## config.mk

```make
export PLATFORM = sky130hd
export DESIGN_NAME = unified_mem_arbiter_flat
export DESIGN_NICKNAME = d
export VERILOG_FILES = /design/src/rtl/unified_mem_arbiter_if.sv /design/src/rtl/unified_mem_arbiter.sv /design/src/flat_wrapper.sv
export SDC_FILE = /design/constraint.sdc
export NUM_CORES = 1
export LEC_CHECK = 0
export CAP_MARGIN = 40
export CELL_PAD_IN_SITES_DETAIL_PLACEMENT = 1
export CELL_PAD_IN_SITES_GLOBAL_PLACEMENT = 1
export CORE_MARGIN = 8
export CORE_UTILIZATION = 24
export CTS_CLUSTER_SIZE = 20
export DETAILED_ROUTE_END_ITERATION = 12
export GPL_TIMING_DRIVEN = 0
export PLACE_DENSITY_LB_ADDON = 0.12
export RECOVER_POWER = 100
export SETUP_SLACK_MARGIN = 0.02
export SYNTH_ARGS = -nofsm -noshare
export SYNTH_HDL_FRONTEND = slang
export SYNTH_SLANG_ARGS = --single-unit
```

## constraint.sdc

```tcl
create_clock -name clk -period 1.4 [get_ports clk]
set_clock_uncertainty 0.2 [all_clocks]
set_input_delay 0.28 -clock clk [delete_from_list [all_inputs] [get_ports clk]]
set_output_delay 0.28 -clock clk [all_outputs]
set_load 0.01 [all_outputs]
```

## src/rtl/unified_mem_arbiter_if.sv

```systemverilog
// unified_mem_arbiter_if: requester ports (IF, DM) and the shared memory port of the arbiter.
// The arbiter takes the slave modport; the environment driving requests and memory takes master.
interface unified_mem_arbiter_if;
    logic        if_req;
    logic [31:0] if_addr;
    logic        if_ack;
    logic [31:0] if_rdata;
    logic        dm_req;
    logic        dm_we;
    logic [31:0] dm_addr;
    logic [31:0] dm_wdata;
    logic        dm_ack;
    logic [31:0] dm_rdata;
    logic        mem_en;
    logic        mem_we;
    logic [31:0] mem_addr;
    logic [31:0] mem_wdata;
    logic [31:0] mem_rdata;
    logic        mem_ready;
    logic        stall_if;
    logic        stall_mem;
    logic        err;

    modport slave (
        input  if_req, if_addr, dm_req, dm_we, dm_addr, dm_wdata, mem_rdata, mem_ready,
        output if_ack, if_rdata, dm_ack, dm_rdata, mem_en, mem_we, mem_addr, mem_wdata,
               stall_if, stall_mem, err
    );

    modport master (
        output if_req, if_addr, dm_req, dm_we, dm_addr, dm_wdata, mem_rdata, mem_ready,
        input  if_ack, if_rdata, dm_ack, dm_rdata, mem_en, mem_we, mem_addr, mem_wdata,
               stall_if, stall_mem, err
    );
endinterface

```

## src/rtl/unified_mem_arbiter.sv

```systemverilog
// unified_mem_arbiter: one shared memory port for IF and DM; DM wins contention unless IF has lost STARVE_LIM times.
// Optional macro ARB_TIMEOUT_EN ends an access after MAX_WAIT BUSY cycles with err=1.
module unified_mem_arbiter #(
    parameter int STARVE_LIM = 3,
    parameter int MAX_WAIT   = 15
) (
    input logic                  clk,
    input logic                  rst,
    unified_mem_arbiter_if.slave bus
);
    typedef enum logic [1:0] {IDLE, BUSY_IF, BUSY_DM} state_t;

    localparam int SW = $clog2(STARVE_LIM + 1);
    localparam logic [SW-1:0] LIM = SW'(STARVE_LIM);

    state_t        state, next;
    logic [SW-1:0] starve_cnt;
    logic          if_v, dm_v, busy, pick_if, pick_dm, fin, tmo;

    // A port is deaf to its own req during its ack cycle.
    assign if_v = bus.if_req & ~bus.if_ack;
    assign dm_v = bus.dm_req & ~bus.dm_ack;
    assign busy = state != IDLE;

    assign bus.stall_if  = bus.if_req & ~bus.if_ack;
    assign bus.stall_mem = bus.dm_req & ~bus.dm_ack;

`ifdef ARB_TIMEOUT_EN
    localparam int WW = $clog2(MAX_WAIT + 1);
    localparam logic [WW-1:0] WLAST = WW'(MAX_WAIT - 1);

    logic [WW-1:0] wait_cnt;

    assign tmo = busy & ~bus.mem_ready & (wait_cnt == WLAST);

    always_ff @(posedge clk) begin
        if (!rst) begin
            wait_cnt <= '0;
            bus.err  <= 1'b0;
        end else begin
            wait_cnt <= (busy & ~fin) ? wait_cnt + WW'(1) : '0;
            bus.err  <= tmo;
        end
    end
`else
    assign tmo     = 1'b0;
    assign bus.err = 1'b0;
`endif

    always_ff @(posedge clk) begin
        if (!rst) state <= IDLE;
        else      state <= next;
    end

    always_comb begin
        next = busy ? (fin ? IDLE : state) : (pick_if ? BUSY_IF : pick_dm ? BUSY_DM : IDLE);
    end

    always_comb begin
        pick_if = ~busy & if_v & (~dm_v | (starve_cnt == LIM));
        pick_dm = ~busy & dm_v & ~pick_if;
        fin     = busy & (bus.mem_ready | tmo);
    end

    always_ff @(posedge clk) begin
        if (!rst) begin
            starve_cnt    <= '0;
            bus.mem_en    <= 1'b0;
            bus.mem_we    <= 1'b0;
            bus.mem_addr  <= '0;
            bus.mem_wdata <= '0;
            bus.if_ack    <= 1'b0;
            bus.dm_ack    <= 1'b0;
            bus.if_rdata  <= '0;
            bus.dm_rdata  <= '0;
        end else begin
            bus.if_ack <= fin & (state == BUSY_IF);
            bus.dm_ack <= fin & (state == BUSY_DM);
            if (pick_if | pick_dm) begin
                bus.mem_en    <= 1'b1;
                bus.mem_we    <= pick_dm & bus.dm_we;
                bus.mem_addr  <= pick_if ? bus.if_addr : bus.dm_addr;
                bus.mem_wdata <= pick_if ? 32'd0 : bus.dm_wdata;
            end else if (fin) begin
                bus.mem_en <= 1'b0;
                bus.mem_we <= 1'b0;
            end
            if (fin & (state == BUSY_IF))
                bus.if_rdata <= tmo ? 32'd0 : bus.mem_rdata;
            if (fin & (state == BUSY_DM) & (tmo | ~bus.mem_we))
                bus.dm_rdata <= tmo ? 32'd0 : bus.mem_rdata;
            if (pick_if)
                starve_cnt <= '0;
            else if (pick_dm & bus.if_req & (starve_cnt != LIM))
                starve_cnt <= starve_cnt + SW'(1);
        end
    end
endmodule
```

## src/flat_wrapper.sv

```systemverilog
// flat-port wrapper written by rule: the top's interface ports become plain ports
module unified_mem_arbiter_flat 
#(
    parameter int STARVE_LIM = 3,
    parameter int MAX_WAIT   = 15
)
  (clk, rst, bus_if_req, bus_if_addr, bus_dm_req, bus_dm_we, bus_dm_addr, bus_dm_wdata, bus_mem_rdata, bus_mem_ready, bus_if_ack, bus_if_rdata, bus_dm_ack, bus_dm_rdata, bus_mem_en, bus_mem_we, bus_mem_addr, bus_mem_wdata, bus_stall_if, bus_stall_mem, bus_err);
  unified_mem_arbiter_if bus_i ();
  input logic clk;
  input logic rst;
  input wire logic [$bits(bus_i.if_req)-1:0] bus_if_req;
  input wire logic [$bits(bus_i.if_addr)-1:0] bus_if_addr;
  input wire logic [$bits(bus_i.dm_req)-1:0] bus_dm_req;
  input wire logic [$bits(bus_i.dm_we)-1:0] bus_dm_we;
  input wire logic [$bits(bus_i.dm_addr)-1:0] bus_dm_addr;
  input wire logic [$bits(bus_i.dm_wdata)-1:0] bus_dm_wdata;
  input wire logic [$bits(bus_i.mem_rdata)-1:0] bus_mem_rdata;
  input wire logic [$bits(bus_i.mem_ready)-1:0] bus_mem_ready;
  output wire logic [$bits(bus_i.if_ack)-1:0] bus_if_ack;
  output wire logic [$bits(bus_i.if_rdata)-1:0] bus_if_rdata;
  output wire logic [$bits(bus_i.dm_ack)-1:0] bus_dm_ack;
  output wire logic [$bits(bus_i.dm_rdata)-1:0] bus_dm_rdata;
  output wire logic [$bits(bus_i.mem_en)-1:0] bus_mem_en;
  output wire logic [$bits(bus_i.mem_we)-1:0] bus_mem_we;
  output wire logic [$bits(bus_i.mem_addr)-1:0] bus_mem_addr;
  output wire logic [$bits(bus_i.mem_wdata)-1:0] bus_mem_wdata;
  output wire logic [$bits(bus_i.stall_if)-1:0] bus_stall_if;
  output wire logic [$bits(bus_i.stall_mem)-1:0] bus_stall_mem;
  output wire logic [$bits(bus_i.err)-1:0] bus_err;
  assign bus_i.if_req = bus_if_req;
  assign bus_i.if_addr = bus_if_addr;
  assign bus_i.dm_req = bus_dm_req;
  assign bus_i.dm_we = bus_dm_we;
  assign bus_i.dm_addr = bus_dm_addr;
  assign bus_i.dm_wdata = bus_dm_wdata;
  assign bus_i.mem_rdata = bus_mem_rdata;
  assign bus_i.mem_ready = bus_mem_ready;
  assign bus_if_ack = bus_i.if_ack;
  assign bus_if_rdata = bus_i.if_rdata;
  assign bus_dm_ack = bus_i.dm_ack;
  assign bus_dm_rdata = bus_i.dm_rdata;
  assign bus_mem_en = bus_i.mem_en;
  assign bus_mem_we = bus_i.mem_we;
  assign bus_mem_addr = bus_i.mem_addr;
  assign bus_mem_wdata = bus_i.mem_wdata;
  assign bus_stall_if = bus_i.stall_if;
  assign bus_stall_mem = bus_i.stall_mem;
  assign bus_err = bus_i.err;
  unified_mem_arbiter #(.STARVE_LIM(STARVE_LIM), .MAX_WAIT(MAX_WAIT)) u_core (.clk(clk), .rst(rst), .bus(bus_i));
endmodule
```

Yosys cells after proc, flatten, opt, wreduce, memory -nomap -nowiden
Cells that the tools add are included.
- register bits after elaboration: 136
- latch bits: 0
- bits in writable memories: 0
- bits in read-only memories: 0
- bits of input ports: 134
- output and inout bits: 135
- word-level logic and storage cells: 50
- memories: 0
- add/sub/neg operators: 1
- multiply operators: 0
- div/mod/pow operators: 0
- order comparisons: 0
- eq/ne operators: 5
- shift-type cells: 0
- multiplexer cells: 9
- bitwise operators: 22
- reduce and logical (&&, ||, !) cells: 3
- operator list (kind ; number):
    2-to-1 mux 32 bit ; 2
    bitwise AND 1 bit ; 13
    2-to-1 mux 2 bit ; 4
    inverter 1 bit ; 7
    == test 2 bit, second input constant ; 2
    != test 2 bit, second input constant ; 2
    nonzero test 2 bit ; 2
    2-to-1 mux 1 bit ; 3
    adder 2 x 1 -> 2 bit, second input constant ; 1
    == test 2 x 1 -> 1 bit, second input constant ; 1
    OR 1 bit ; 2
    OR reduction 2 bit ; 1

Depth between registers and ports, before layout
Gate-level depths: netlist of the first run.
- depth in word-level cells: 10
- depth in mapped cells: 7
- mapped depth without buffers: 5

Worst setup path after synthesis of the first run
No wires, ideal clock.
- kind: register -> register
- from: reg u_core.bus.dm_ack
- to: reg u_core.bus.mem_addr[14]
- library setup time: 0.137 ns
- arrival time: 1.367 ns
- required time: 1.063 ns
- setup slack: -0.304 ns
- cell stages (with the launch flop): 8
- buffers on the path: 2
- clock period less this slack: 1.704 ns
- cell sequence: dfxtp_1 nand2b_1 inv_1 o21a_1 buf_2 buf_2 o21ai_0 a31oi_1
- cells in the longest elaborated chain, start to end: 8
- elaborated cells on any way between the ends: 10
- those cells by class: mux (1); bitwise (9)
- RTL lines (item ; line ; source):
    from (decl) ; unified_mem_arbiter_if.sv:26 ; output if_ack, if_rdata, dm_ack, dm_rdata, mem_en, mem_we, mem_addr, mem_wdata,
    from (signal assigned) ; unified_mem_arbiter.sv:78 ; bus.dm_ack <= fin & (state == BUSY_DM);
    inverter 1 bit * ; -- ;
    bitwise AND 1 bit * ; -- ;
    via bus_stall_mem ; flat_wrapper.sv:28 ; output wire logic [$bits(bus_i.stall_mem)-1:0] bus_stall_mem;
    inverter 1 bit ; unified_mem_arbiter.sv:60 ; pick_if = ~busy & if_v & (~dm_v | (starve_cnt == LIM));
    OR 1 bit ; unified_mem_arbiter.sv:60 ;
    bitwise AND 1 bit ; unified_mem_arbiter.sv:60 ;
    inverter 1 bit ; unified_mem_arbiter.sv:61 ; pick_dm = ~busy & dm_v & ~pick_if;
    bitwise AND 1 bit ; unified_mem_arbiter.sv:61 ;
    OR 1 bit ; unified_mem_arbiter.sv:79 ; if (pick_if | pick_dm) begin
    to (signal assigned) ; unified_mem_arbiter.sv:82 ; bus.mem_addr <= pick_if ? bus.if_addr : bus.dm_addr;
    to (decl) ; unified_mem_arbiter_if.sv:26 ;
The timed path passes the listed nets; every way through them passes the cells marked *.
A chain may end at the register's enable or synchronous reset.

Worst setup path in the final report of the first run
- from: reg u_core.starve_cnt[1]
- to: reg u_core.bus.mem_addr[26]
- cells in the longest elaborated chain, start to end: 6
- elaborated cells on any way between the ends: 7
- those cells by class: eq/ne (1); mux (1); bitwise (5)
- RTL lines (item ; line ; source):
    from (decl) ; unified_mem_arbiter.sv:17 ; logic [SW-1:0] starve_cnt;
    from (signal assigned) ; unified_mem_arbiter.sv:95 ; starve_cnt <= starve_cnt + SW'(1);
    == test 2 bit * ; unified_mem_arbiter.sv:60 ;
    OR 1 bit * ; unified_mem_arbiter.sv:60 ;
    bitwise AND 1 bit * ; unified_mem_arbiter.sv:60 ;
    inverter 1 bit ; unified_mem_arbiter.sv:61 ;
    bitwise AND 1 bit ; unified_mem_arbiter.sv:61 ;
    OR 1 bit ; unified_mem_arbiter.sv:79 ;
Every way passes the cells marked *; elsewhere a longest branch is shown, timed or not.

==> impl_metrics.toml, run 1 <==
[sta]
worst_hold_slack_ns = 0.215
final-setup-viol-count = 137
fin_setup_tns_ns = -20.40
timing.final.crit_share_pct = 118
fin_crit_ns = 1.65
finalHoldViolCount = 0
slew_headroom_pct = 44.9
fmax_mhz = 606
setup_slack_ns = -0.250
rsz0062_at_grt = "true"
worst_pin_slew_ns = 0.826
slew_violations = 0

[final_layout]
fin_cells = 1269
final_nets = 1119
regArea_sq_mm = 0.00290
fillerInstances = 2204
multi_input_area_sq_mm = 0.00303
synthToLayoutAreaGrowth_pct = 127
drive_gt1_share_pct = 62.9

[yosys]
synth_common_cells = "nand2_1, dfxtp_1, a21oi_1"
ys_ff_latch = 136
syn-num-nets = 741
yosys_warnings = 0
synth_cells = 606
avgSynthCellArea_sq_um = 8.13
synth.area.top_cells = "dfxtp_1, nand2_1, a21oi_1"
synth-edff-count = 0
ys_types = 29
synth.top_cell.area_share_pct = 55.3
synth_area_sq_mm = 0.00493
synth_ff_type = "dfxtp_1"
synthArstFlopShare_pct = 0
synth-seq-area-share_pct = 55.3
synth_most_common_cell = "nand2_1"
yosysTopAreaCell = "dfxtp_1"

[routing]
num_vias = 5918
routed_wl_mm = 25.0
firstDrtPassIters = 4
drc_errors = 0
ant_nets = 0
dr.first_iter.drc_count = 144
wl_per_cell_um = 19.7
avgViaCountPerCell = 4.66

[die]
chipWidth_um = 159
io_pins = 269
dieArea_sq_mm = 0.0254
core_sq_mm = 0.0202
initial_core_util_pct = 24.4
die_y_um = 159
row_count = 52

[pwr]
ir_drop_v = 0.000813
power_density_mw_per_mm2 = 1070
leakage_nw = 4.46

[run_status]
outcome = "complete, but fails checks"
violations = "negative setup slack"

[cts]
cts_tree = "done"
insertion_delay_ns = 0.41
cts.sinks = 136
htreeDepth = 4
cts_hold_buf = 0
cts_buffers = 17
clk_pin_slew_worst_paths_ns = 0.06
cts-root-buf = "clkbuf_16"
clk_path_buf_depth = 2

[global_route]
grt_usage_pct = 18.2
overflow = 0
antenna_found_initial = 3
grt_pass1_vias = 6531
grt_max_degree = 17
grt_pass1_wl_mm = 36.8

[critical_path]
cp_max_fo = 8
required_ns = 1.54
cp.arrival_ns = 1.79
r2r_start = "u_core.starve_cnt[1]"
startpoint = "u_core.starve_cnt[1]"
r2r_setup_slack_ns = -0.25
crit_type = "flop to flop"
endpoint_kind = "flop"
r2r_cells = 7
start_kind = "flop"
r2r_end = "u_core.bus.mem_addr[26]"

[min_path]
hold_depth = 4
hold_start = "bus_mem_ready"
holdPathEnd = "u_core.bus.mem_en"
hp-class = "input pin to flop"

[place]
portBuffers = 267
hpwl_mm = 16.6
place_inst = 1143
gp_congestion = 0.750

[job]
max-cap-violations = 0
power by group:
part	internal (W)	total (W)	leakage [nW]	switching [W]
combinational	0.00162	0.00284	3.00	0.00122
sequential	0.00415	0.00436	1.16	0.000219
clock	0.00293	0.00472	0.294	0.00179
cell families (layout without fill, tap and decap cells):
group	Yosys count	in the layout	synth area share, %
simple gates	245	245	19.1
compound gates	169	169	20.3
flops	136	136	55.3
buf+inv	52	442	4.65
fa+ha+maj	1	1	0.254
other cells	1	4	0.0761
xor+xnor	1	1	0.178
mux	1	1	0.203
stage by stage:
stage,power [W],utilization (%),setup WS (ns),cell area (sq um)
after floorplan,0.00513,-,-0.0971,5120
after global placement,0.00624,40.3,-0.939,8130
after detailed placement,0.00629,40.3,-0.987,8130
after CTS,0.0115,49.2,-0.250,9930
after global routing,0.0124,55.4,-0.322,11200
final,0.0119,55.4,-0.250,11200
layout make-up:
type | instances | share of cell area, %
Buffer | 46 | 5.04
Inverter | 3 | 0.123
Antenna cell | 3 | 0.0672
Multi-Input combinational cell | 418 | 27.2
Tap cell | 270 | 3.02
Timing Repair Buffer | 362 | 33.2
Clock buffer | 20 | 4.18
Clock inverter | 11 | 1.30
Sequential cell | 136 | 25.9
how the worst max path moves through the flow:
stage | depth (start not counted) | slack [ns] | to
finish | 7 | -0.25 | u_core.bus.mem_addr[26]
global placement | 5 | -0.94 | u_core.bus.dm_ack
global route | 7 | -0.32 | u_core.bus.mem_addr[26]
detailed placement | 5 | -0.99 | u_core.bus.mem_wdata[18]
floorplan | 5 | -0.1 | u_core.bus.mem_addr[13]
CTS | 3 | -0.25 | bus_stall_if
what timing repair did:
action / CTS / global route
setup buffers: 28 / 51
pin swaps: 104 / 49
cloned: 12 / 6
resized for setup: 975 / 204
endpoints found under the setup margin: 270 / 226
layer usage:
layer	vias to the layer above	GRT usage, %	part of all wire [%]
met3	45	6.23	6.3
met2	185	33.2	53
met1	2884	18.9	38
met4	2	6.69	2.6
li1	2802	-	-
met5	-	0	0.040
worst max-delay path, stage by stage, from the launching register on:
cell and delay (ns):
dfxtp_2 0.34, ha_4 0.18, o211ai_1 0.23, buf_6 0.21, buf_12 0.12, buf_16 0.12
nand2_2 0.04, a31oi_1 0.14
sequential cells by signal, indices dropped and copies added, names as in the netlist:
register              cells
u_core.bus.mem_wdata     32
u_core.bus.if_rdata      32
u_core.bus.mem_we         1
u_core.state              2
u_core.bus.dm_rdata      32
u_core.bus.mem_addr      32
u_core.bus.mem_en         1
u_core.starve_cnt         2
u_core.bus.dm_ack         1
u_core.bus.if_ack         1
cell usage in the layout, fill, tap and decap left out, types with 11 or more instances in the layout:
cell and instances:
clkdlybuf4s50_1 130, buf_8 17, clkbuf_8 11, dfxtp_4 14, nand2_4 52, nand2_1 118, a22oi_2 31, nand2_2 26
a31oi_1 28, a21oi_2 59, o21ai_2 28, dfxtp_1 26, dfxtp_2 96, clkbuf_16 29, nor2_1 37, clkbuf_2 13
buf_4 75, buf_6 127
Power figures use the tool's default switching activity.
==> inputs of run 2 (changes only) <==
--- a/config.mk
+++ b/config.mk
@@ -5,17 +5,18 @@
 export SDC_FILE = /design/constraint.sdc
 export NUM_CORES = 1
 export LEC_CHECK = 0
+export ABC_CLOCK_PERIOD_IN_PS = 2070
 export CAP_MARGIN = 40
 export CELL_PAD_IN_SITES_DETAIL_PLACEMENT = 1
 export CELL_PAD_IN_SITES_GLOBAL_PLACEMENT = 1
 export CORE_MARGIN = 8
-export CORE_UTILIZATION = 24
+export CORE_UTILIZATION = 29
 export CTS_CLUSTER_SIZE = 20
 export DETAILED_ROUTE_END_ITERATION = 12
 export GPL_TIMING_DRIVEN = 0
 export PLACE_DENSITY_LB_ADDON = 0.12
 export RECOVER_POWER = 100
-export SETUP_SLACK_MARGIN = 0.02
+export SETUP_SLACK_MARGIN = 0.15
 export SYNTH_ARGS = -nofsm -noshare
 export SYNTH_HDL_FRONTEND = slang
 export SYNTH_SLANG_ARGS = --single-unit
==> constraint.sdc (replaced) <==
create_clock -name clk -period 2.07 [get_ports clk]
set_clock_uncertainty 0.2 [all_clocks]
set_input_delay 0.414 -clock clk [delete_from_list [all_inputs] [get_ports clk]]
set_output_delay 0.414 -clock clk [all_outputs]
set_load 0.01 [all_outputs]
==> run 2 against run 1 <==
The run now ends clean. Setup slack better by 0.37 ns. Die area down 16%. First-iteration DRC count down 17%. Power fell by 41%. Utilization fell by 4.7 points. Critical path depth shrank 6. Clock power shrank 37%. Global-route usage rose by 0.80 points. Critical path type is now flop to primary output. Largest cell class unchanged.
==> impl_metrics.toml, run 2 (synthesis results as in run 1) <==
[run_status]
outcome = "complete, no violations"

[min_path]
hold_start = "u_core.bus.dm_rdata[0]"
hp-class = "flop to flop"
hold_depth = 2
holdPathEnd = "u_core.bus.dm_rdata[0]"

[final_layout]
final_nets = 1032
mostFrequentLayoutCell = "nand2_1"
drive_gt1_share_pct = 9.45
fillerInstances = 2002
layout_common_cells = "nand2_1, dfxtp_1, clkdlybuf4s50_1"
final_cell_area_sq_mm = 0.00841
synthToLayoutAreaGrowth_pct = 70.7

[cts]
clk_pin_slew_worst_paths_ns = 0.06
cts-root-buf = "clkbuf_16"
htreeDepth = 4
cts_tree = "done"
insertion_delay_ns = 0.41
cts.sinks = 136
cts_buffers = 17
clk_path_buf_depth = 2
cts_hold_buf = 0

[critical_path]
r2r_cells = 6
timing.critical_path.buf_inv = 1
start_kind = "flop"
cpMaxStageDelayCell = "dlygate4sd3_1"
crit_family = "buffers and inverters"
r2r_start = "u_core.state[1]"
cp.arrival_ns = 1.33
cp_slowest_stage_delay_ns = 0.61
path_cells = "dlygate4sd3_1"
endpoint_kind = "primary output"
crit_type = "flop to primary output"
r2r_setup_slack_ns = 0.22
cp_max_fo = 2
cp.depth = 1
r2r_end = "u_core.bus.dm_rdata[28]"
required_ns = 1.46

[routing]
ant_nets = 0
firstDrtPassIters = 4
drc_errors = 0
wl_per_cell_um = 18.3
dr.first_iter.drc_count = 119
num_vias = 5370
avgViaCountPerCell = 4.74
routed_wl_mm = 20.8

[global_route]
overflow = 0
grt_pass1_vias = 5928
grt_usage_pct = 19.0
grt_pass1_wl_mm = 32.3
antenna_found_initial = 4
grt_max_degree = 17

[sta]
slew_violations = 0
finalHoldViolCount = 0
fin_crit_ns = 1.95
rsz0062_at_grt = "true"
slew_headroom_pct = 63.2
worst_pin_slew_ns = 0.552
fin_setup_tns_ns = 0
final-setup-viol-count = 0
fmax_mhz = 514
timing.final.crit_share_pct = 94.0

[job]
max-cap-violations = 0

[die]
die_y_um = 146
row_count = 47
io_pins = 269
initial_core_util_pct = 29.7
chipWidth_um = 146
core_sq_mm = 0.0166
dieArea_sq_mm = 0.0214

[place]
placed_area_sq_mm = 0.00787
hpwl_mm = 16.4
portBuffers = 267
gp_congestion = 0.763

[pwr]
leakage_nw = 3.69
ir_drop_v = 0.000557
power_density_mw_per_mm2 = 833
## run 2: cell types whose count changed in the layout (fill, tap and decap cells not counted), moves of 52 or more
cell           change
nand2_4           -52
a21oi_2           -59
dfxtp_2           -96
dlygate4sd2_1    +116
buf_6            -126
buf_4             -62
a21oi_1           +59
dfxtp_1          +110
nand2_1           +78
## run 2: per-stage QoR
stage	instances	hold slack (ns)	total power (W)	setup WS (ns)	utilization, %
after global routing	1134	0.278	0.00731	0.0691	50.7
after detailed placement	1093	0.246	0.00418	-0.475	47.5
final	1134	0.252	0.00700	0.124	50.7
after global placement	1093	0.242	0.00414	-0.423	47.5
after floorplan	606	0.268	0.00340	0.366	-
after CTS	1128	0.253	0.00709	0.0624	50.4
## run 2: per-layer routing
layer	GRT usage (%)	part of all wire, %	vias up	routed length [um]
li1	-	-	2626	-
met1	19.6	39	2550	8130
met3	6.95	7.3	21	1520
met4	7.01	1.5	0	310
met2	34.4	52	173	10800
met5	0	0	-	0
## run 2: how the worst max path moves through the flow
stage	slack [ns]	from	endpoint
2_1_floorplan	0.37	u_core.bus.dm_ack	u_core.bus.mem_addr[14]
3_3_place_gp	-0.42	rst	u_core.bus.dm_ack
3_5_place_dp	-0.48	rst	u_core.bus.mem_wdata[28]
4_1_cts	0.06	bus_dm_req	bus_stall_mem
5_1_grt	0.07	rst	u_core.bus.mem_wdata[12]
6_report	0.12	u_core.bus.mem_addr[11]	bus_mem_addr[11]
## run 2: report_power, final
| part | internal [W] | total (W) | switching, W |
|---|---|---|---|
| sequential | 0.00279 | 0.00287 | 0.0000856 |
| clock | 0.00178 | 0.00297 | 0.00119 |
| combinational | 0.000572 | 0.00117 | 0.000594 |
| total | 0.00514 | 0.00700 | 0.00186 |
## run 2: final cells by class
cell class	instances	area, sq um	area share [%]
antenna	4	10.0	0.119
buffer	49	255	3.03
clock buffer	18	429	5.10
clock inverter	14	151	1.80
inverter	3	11.3	0.134
multi-input combinational	418	2000	23.7
sequential	136	2720	32.4
tap	220	275	3.27
timing repair buffer	272	2560	30.4
## run 2: worst min-delay path, stage by stage, from the launching register on
cell	delay [ns]
dfxtp_1	0.30
nand2_1	0.05
a21oi_1	0.05
## run 2: timing repair
item / 4_1_cts / 5_1_grt
setup endpoints to repair: 240 / 119
pin swaps: 0 / 1
gates resized for setup: 146 / 53
buffers inserted: 3 / 2
